### config.mk
export PLATFORM = sky130hd
export DESIGN_NAME = counter_snapshot_fifo
export DESIGN_NICKNAME = d
export VERILOG_FILES = /design/src/rtl/counter_snapshot_fifo.sv
export SDC_FILE = /design/constraint.sdc
export NUM_CORES = 1
export LEC_CHECK = 0
export ABC_AREA = 1
export BUFFER_PORTS_ARGS = -buffer_cell sky130_fd_sc_hd__clkbuf_2
export CORE_MARGIN = 2
export CORE_UTILIZATION = 47
export DETAILED_ROUTE_END_ITERATION = 7
export HOLD_SLACK_MARGIN = 0.08
export PLACE_DENSITY = 0.71
export SLEW_MARGIN = 0
export SYNTH_ARGS = -nofsm -noshare
export SYNTH_HDL_FRONTEND = slang
export SYNTH_SLANG_ARGS = --single-unit
### constraint.sdc
create_clock -name clock -period 2.2 [get_ports clock]
set_input_delay 0.11 -clock clock [delete_from_list [all_inputs] [get_ports clock]]
set_output_delay 0.11 -clock clock [all_outputs]
set_load 0.05 [all_outputs]
### src/rtl/counter_snapshot_fifo.sv
// Captures {counter value, elapsed count since previous capture} into a small FIFO
// drained over valid/ready; also counts counter wrap-arounds and flags dropped captures.
module counter_snapshot_fifo #(
  parameter int WIDTH = 8,
  parameter int DEPTH = 4
) (
  input  logic                     clock,
  input  logic                     reset,
  input  logic [WIDTH-1:0]         count_in,
  input  logic                     sample,
  input  logic                     out_ready,
  output logic                     out_valid,
  output logic [WIDTH-1:0]         out_value,
  output logic [WIDTH-1:0]         out_delta,
  output logic [$clog2(DEPTH):0]   level,
  output logic                     full,
  output logic                     overflow,
  output logic [7:0]               wrap_count
);

  localparam int PTR_W = $clog2(DEPTH);
  localparam int LVL_W = PTR_W + 1;

  function automatic logic [7:0] sat_inc(input logic [7:0] x);
    return (x == 8'hFF) ? x : x + 8'd1;
  endfunction

  logic [WIDTH-1:0] val_mem   [DEPTH];
  logic [WIDTH-1:0] delta_mem [DEPTH];

  logic [PTR_W-1:0] wr_ptr_q, wr_ptr_d;
  logic [PTR_W-1:0] rd_ptr_q, rd_ptr_d;
  logic [LVL_W-1:0] level_q, level_d;
  logic [WIDTH-1:0] last_cap_q, last_cap_d;
  logic [WIDTH-1:0] prev_count_q, prev_count_d;
  logic             overflow_q, overflow_d;
  logic [7:0]       wrap_count_q, wrap_count_d;

  logic             valid_w, full_w, pop, push, drop;
  logic [WIDTH-1:0] new_delta;

  // Status flags come from registered occupancy only, never from this cycle's handshake.
  assign valid_w   = (level_q != '0);
  assign full_w    = (level_q == LVL_W'(DEPTH));
  assign pop       = valid_w && out_ready;
  assign push      = sample && (!full_w || pop);
  assign drop      = sample && full_w && !pop;
  assign new_delta = count_in - last_cap_q;

  always_comb begin
    wr_ptr_d     = wr_ptr_q;
    rd_ptr_d     = rd_ptr_q;
    level_d      = level_q;
    last_cap_d   = last_cap_q;
    overflow_d   = overflow_q;
    prev_count_d = count_in;
    wrap_count_d = wrap_count_q;

    if (push) begin
      wr_ptr_d   = wr_ptr_q + PTR_W'(1);
      last_cap_d = count_in;
    end
    if (pop) begin
      rd_ptr_d = rd_ptr_q + PTR_W'(1);
    end
    if (push && !pop) begin
      level_d = level_q + LVL_W'(1);
    end else if (pop && !push) begin
      level_d = level_q - LVL_W'(1);
    end
    if (drop) begin
      overflow_d = 1'b1;
    end
    // A smaller value than last cycle means the upstream counter rolled over.
    if (count_in < prev_count_q) begin
      wrap_count_d = sat_inc(wrap_count_q);
    end
  end

  always_ff @(posedge clock or posedge reset) begin
    if (reset) begin
      wr_ptr_q     <= '0;
      rd_ptr_q     <= '0;
      level_q      <= '0;
      last_cap_q   <= '0;
      prev_count_q <= '0;
      overflow_q   <= 1'b0;
      wrap_count_q <= '0;
    end else begin
      wr_ptr_q     <= wr_ptr_d;
      rd_ptr_q     <= rd_ptr_d;
      level_q      <= level_d;
      last_cap_q   <= last_cap_d;
      prev_count_q <= prev_count_d;
      overflow_q   <= overflow_d;
      wrap_count_q <= wrap_count_d;
    end
  end

  // Storage holds data only; occupancy alone decides which slots are meaningful.
  always_ff @(posedge clock) begin
    if (push) begin
      val_mem[wr_ptr_q]   <= count_in;
      delta_mem[wr_ptr_q] <= new_delta;
    end
  end

  assign out_valid  = valid_w;
  assign out_value  = val_mem[rd_ptr_q];
  assign out_delta  = delta_mem[rd_ptr_q];
  assign level      = level_q;
  assign full       = full_w;
  assign overflow   = overflow_q;
  assign wrap_count = wrap_count_q;

endmodule
Word level (Yosys, flattened, before mapping)
Memories as Yosys holds them, arrays and structs flattened.
Index checks and enable logic that the tools add are counted.
{"block": "word_totals", "mem_bits_rw": 64, "regBits": 32, "input_bits": 12, "n_memories": 2}
{"block": "classes", "reduce_logical": 13, "magnitude_cmp": 1, "bitwise_logic": 1, "eq_ne": 2, "addsub": 6, "muxes": 4}
{"name": "delta_mem", "depth": 4, "word_bits": 8, "rd": 1, "rd_clocked_by_memory_dff": 0, "wr": 1, "line_no": "29", "source": "logic [WIDTH-1:0] delta_mem [DEPTH];"}
{"name": "val_mem", "depth": 4, "word_bits": 8, "rd": 1, "rd_clocked_by_memory_dff": 0, "wr": 1, "line_no": "28", "source": "logic [WIDTH-1:0] val_mem [DEPTH];"}
{"op": "8-bit by 1-bit adder with 8-bit output, second input constant", "n": 1}
{"op": "8-bit equality test, second input constant", "n": 1}
{"op": "8-bit < comparator", "n": 1}
{"op": "8-bit subtractor", "n": 1}
{"op": "1-bit logical AND", "n": 6}
{"op": "3-bit 2-to-1 mux", "n": 2}
{"op": "2-bit by 1-bit adder with 2-bit output, second input constant", "n": 2}
{"op": "3-bit by 1-bit adder with 3-bit output, second input constant", "n": 1}
{"op": "3-bit equality test, second input constant", "n": 1}
{"op": "1-bit zero test", "n": 3}
{"op": "3-bit nonzero test", "n": 1}
{"op": "3-bit by 1-bit subtractor with 3-bit output, second input constant", "n": 1}
{"op": "1-bit 2-to-1 mux", "n": 2}
{"op": "2-bit AND reduction", "n": 1}
{"op": "2-bit nonzero test", "n": 1}
{"op": "1-bit logical OR", "n": 1}
{"op": "1-bit NOT", "n": 1}

Longest topological paths before layout
{"block": "logic_depth", "word_depth": 8, "ltp_mapped": 13, "ltp_nobuf": 12}

Worst setup path after synthesis
OpenSTA, ideal clock, no wires.
{"block": "synth_path", "path_type": "register to register", "from": "reg level_q[2] (netlist: level[2])", "to": "reg level_q[1] (netlist: level[1])", "path_stages_with_launch": 11, "arrival_time_ps": 2836, "path_slack_ps": -761, "setup_time_ps": 125, "path_cell_list": "dfrtp_1 inv_1 nor3_2 nand2_2 nand2_4 inv_4 buf_8 ha_1 inv_1 fa_1 mux2_2"}
{"block": "synth_between", "word_cells_on_any_way": 12, "cone_classes": "1 x eq/ne; 1 x mux; 10 x reduce/logical"}
{"element": "start: declaration", "line_no": "33", "source": "logic [LVL_W-1:0] level_q, level_d;"}
{"element": "start signal: assignment", "line_no": "92", "source": "level_q <= level_d;"}
{"element": "3-bit equality test", "line_no": "44", "source": "assign full_w = (level_q == LVL_W'(DEPTH));"}
{"element": "via full", "line_no": "16", "source": "output logic full,"}
{"element": "1-bit zero test", "line_no": "46", "source": "assign push = sample && (!full_w || pop);"}
{"element": "1-bit logical OR", "line_no": "46"}
{"element": "1-bit logical AND", "line_no": "46"}
{"element": "via push", "line_no": "39", "source": "logic valid_w, full_w, pop, push, drop;"}
{"element": "1-bit logical AND", "line_no": "66", "source": "if (push && !pop) begin"}
{"element": "3-bit 2-to-1 mux", "line_no": "66"}
{"element": "via level_d[1]", "line_no": "33"}
The timed path passes the listed nets, and every way through them passes these cells.
A chain may end at the register's enable or synchronous reset.

Final worst setup path
{"block": "layout_path", "from": "reg level_q[0] (netlist: level[0])", "to": "reg level_q[2] (netlist: level[2])"}
{"block": "layout_between", "elab_chain_cells": 7, "word_cells_on_any_way": 15, "cone_classes": "2 x add/sub; 1 x eq/ne; 2 x mux; 10 x reduce/logical"}
{"element": "parallel branches: the longest is 7 deep, another holds 3-bit by 1-bit subtractor with 3-bit output"}
Several ways; the timed one is not identified. The select of a mux whose other input is x is not followed.

==> flow_summary.toml <==
[synthesis]
yosysUniqueCellTypes = 34
synth_area_per_cell_um2 = 11.4
synth-edff-count = 64
synthTopCellsByCount = "64 x edfxtp_1, 51 x nand2_1, 44 x nor2_1"
synthesis.nets = 414
yosys.area.top_type = "edfxtp_1"
synthTopCellsByArea = "edfxtp_1 44%, dfrtp_1 19%, ha_1 5.8%"
synthesis.area_um2 = 4330
yosys_warnings = 0
synth_most_common_cell = "edfxtp_1"
ys_seq_area_frac = 0.629
synth_ff_type = "edfxtp_1"
synthCells = 380
synth-seq-cells = 96
synthArstFlopShare = 0.333
netlist.area_leader.share = 0.444

[floorplan]
start_util = 0.477
ios = 42
num_rows = 35
die_w_um = 100
dieHeight_um = 100
core_area_um2 = 9060
dieArea_um2 = 9990

[placed_design]
gp_congestion = 0.763
place_ws_ps = 183
portBuffers = 41
place_area_um2 = 4720
dp_hpwl_um = 5320

[min_path]
hp-class = "in -> async"

[cells_and_area]
drive_above_1_share = 0.221
n_antenna_cell = 0
multi_input_area_um2 = 1420
fillers = 759
nNetsFinal = 476
regArea_um2 = 2730
final_area_um2 = 5020
synthToLayoutAreaGrowth_pct = 16.1
final_util = 0.554

[drt]
dr.pass1.iters = 5
ant_nets = 0
wire_per_inst_um = 14.9
via_per_inst = 5.15
route.final.wire_length_um = 8310
post-route-drc-count = 0
drt_iter0_drc = 128
num_vias = 2874

[clocking]
cts_tree = "yes"
cts_resized = 0
h-tree-depth = 3
clk_path_buf_depth = 2
cts.sinks = 96
cts_made_buffers = 9
cts.clk_slew.worst_paths_ps = 100
post_cts_buffers = 0
clkLatencyLatePin_ps = 370
clockRootBuffer = "clkbuf_8"

[critical_path]
crit_fanout = 5
required_ps = 2460
worstPathCellList = "nor2_1 > nand2_2 > nand2_4 > nand2_2 > nand2_4 > inv_4 > ha_4 > inv_2 > fa_1 > a21oi_1 > o21ai_0 > xor2_1"
arrival_ps = 2280
ff2ff_setup_slack_ps = 180
cp_slowest_cell = "dfrtp_2"
critical_path.startpoint_type = "flop"
critPathMaxStageDelay_ps = 450
endpoint_kind = "flop"
path_buf_inv = 2
crit_type = "reg -> reg"
path_delay_family = "adder cells"

[power]
seq_power_share = 0.374
netSwitchingFraction = 0.472
power_frac_clock = 0.158
vdd_drop_max_mv = 0.925
power.switching_uw = 3400
p_leak_uw = 0.00214
intPower_uw = 3810
combPwrFrac = 0.468
p_per_area_nw_per_um2 = 1430

[global_route]
grt_max_degree = 34
grt_pass1_vias = 2803
antenna_found_initial = 0
grt-ovfl-total = 0
grt_pass1_wl_um = 13700
track_usage = 0.181

[sta]
min_period_ps = 2020
layout_setup_ws_ps = 179
hold_ws_ps = 337
relSlewSlack = 0.655
setup_violations = 0
worstMarginPinSlew_ps = 517
rsz0062_at_grt = "no"
maxSlewViolCount = 0
fmaxAchievable_mhz = 495
finClkSkew_ps = 9.00
finalHoldViolations = 0
min_period_over_period = 0.919

[outcome]
status = "complete, no violations"

[job]
max_cap_violations = 0
cell type report:
type | count | area share
tap | 111 | 0.0276
clock inverter | 7 | 0.0137
timing repair buffer | 62 | 0.0777
inverter | 41 | 0.0311
sequential | 96 | 0.543
clock buffer | 9 | 0.0247
multi-input combinational | 232 | 0.283
power by group through the flow:
stage	sequential, uW	clock [uW]	combinational, uW
2_1_floorplan	3000	0	2280
5_1_grt	2740	1240	3660
6_report	2700	1140	3370
4_1_cts	2690	1160	3410
3_3_place_gp	2710	0	3320
3_5_place_dp	2730	0	3390
stage by stage:
step / TNS [ps] / instances / total power, uW
3_3_place_gp: 0 / 531 / 6030
3_5_place_dp: 0 / 531 / 6130
2_1_floorplan: -593 / 380 / 5280
4_1_cts: 0 / 558 / 7270
5_1_grt: 0 / 558 / 7640
6_report: 0 / 558 / 7200
cells by family after synthesis:
kind of cell	Yosys count	share of synthesized area
AO/OA/AOI/OAI	74	0.0992
XOR/XNOR	13	0.0280
adder cells (fa/ha/maj)	22	0.0671
buffers and inverters	52	0.0503
flip-flops	96	0.629
multiplexers	1	0.00260
AND/OR/NAND/NOR	122	0.124
worst reg2reg max path: stages, from the launching register on:
cell     delay (ps)
dfrtp_2         450
nor2_1           80
nand2_2         100
nand2_4          80
nand2_2          90
nand2_4          60
inv_4            60
ha_4            110
inv_2            40
fa_1            430
a21oi_1         140
o21ai_0         110
xor2_1          150
timing repair:
action,in CTS,in global routing
hold buffers,11,0
endpoints found under the setup margin,0,0
endpoints found under the hold margin,79,0
state kept, by name, indices dropped and copies added (netlist names):
signal        cells
delta_mem        32
wr_ptr_q          2
prev_count_q      8
level             3
overflow          1
wrap_count        8
last_cap_q        8
val_mem          32
rd_ptr_q          2
per-layer routing:
metal	routed length, um	track usage	vias up
li1	-	-	1431
met1	3880	0.237	1382
met2	3990	0.299	48
met3	253	0.0362	13
met4	180	0.0738	0
met5	0	0	-
cells in the final DEF (no fill, tap or decap), types with 2 or more instances in the layout:
master / Yosys / routed
a21o_1: 3 / 3
a21oi_1: 7 / 7
a31oi_1: 2 / 2
buf_4: 0 / 10
clkbuf_2: 0 / 41
clkbuf_8: 0 / 9
dfrtp_1: 32 / 29
dfrtp_2: 0 / 3
dlygate4sd3_1: 0 / 11
edfxtp_1: 64 / 64
fa_1: 2 / 2
ha_1: 20 / 19
inv_1: 39 / 37
inv_2: 1 / 3
inv_6: 0 / 3
inv_8: 0 / 3
nand2_1: 51 / 51
nand2_2: 6 / 6
nand2_4: 2 / 2
nand3_1: 6 / 6
nand4_1: 10 / 10
nor2_1: 44 / 40
nor2_2: 1 / 5
o21ai_0: 35 / 35
o21ai_1: 3 / 3
o21ai_2: 6 / 6
o22ai_1: 16 / 16
xnor2_1: 4 / 4
xor2_1: 8 / 8
path summary, 6_finish.rpt:
kind                           from            end  cells past startpoint
hold / removal                reset  wrap_count[0]                      4
setup / recovery           level[0]       level[2]                     12
hold reg to reg            overflow       overflow                      1
setup reg to reg           level[0]       level[2]                     12
max in group asynchronous     reset       level[1]                      4
min in group clock         overflow       overflow                      1
Power figures use the tool's default switching activity.
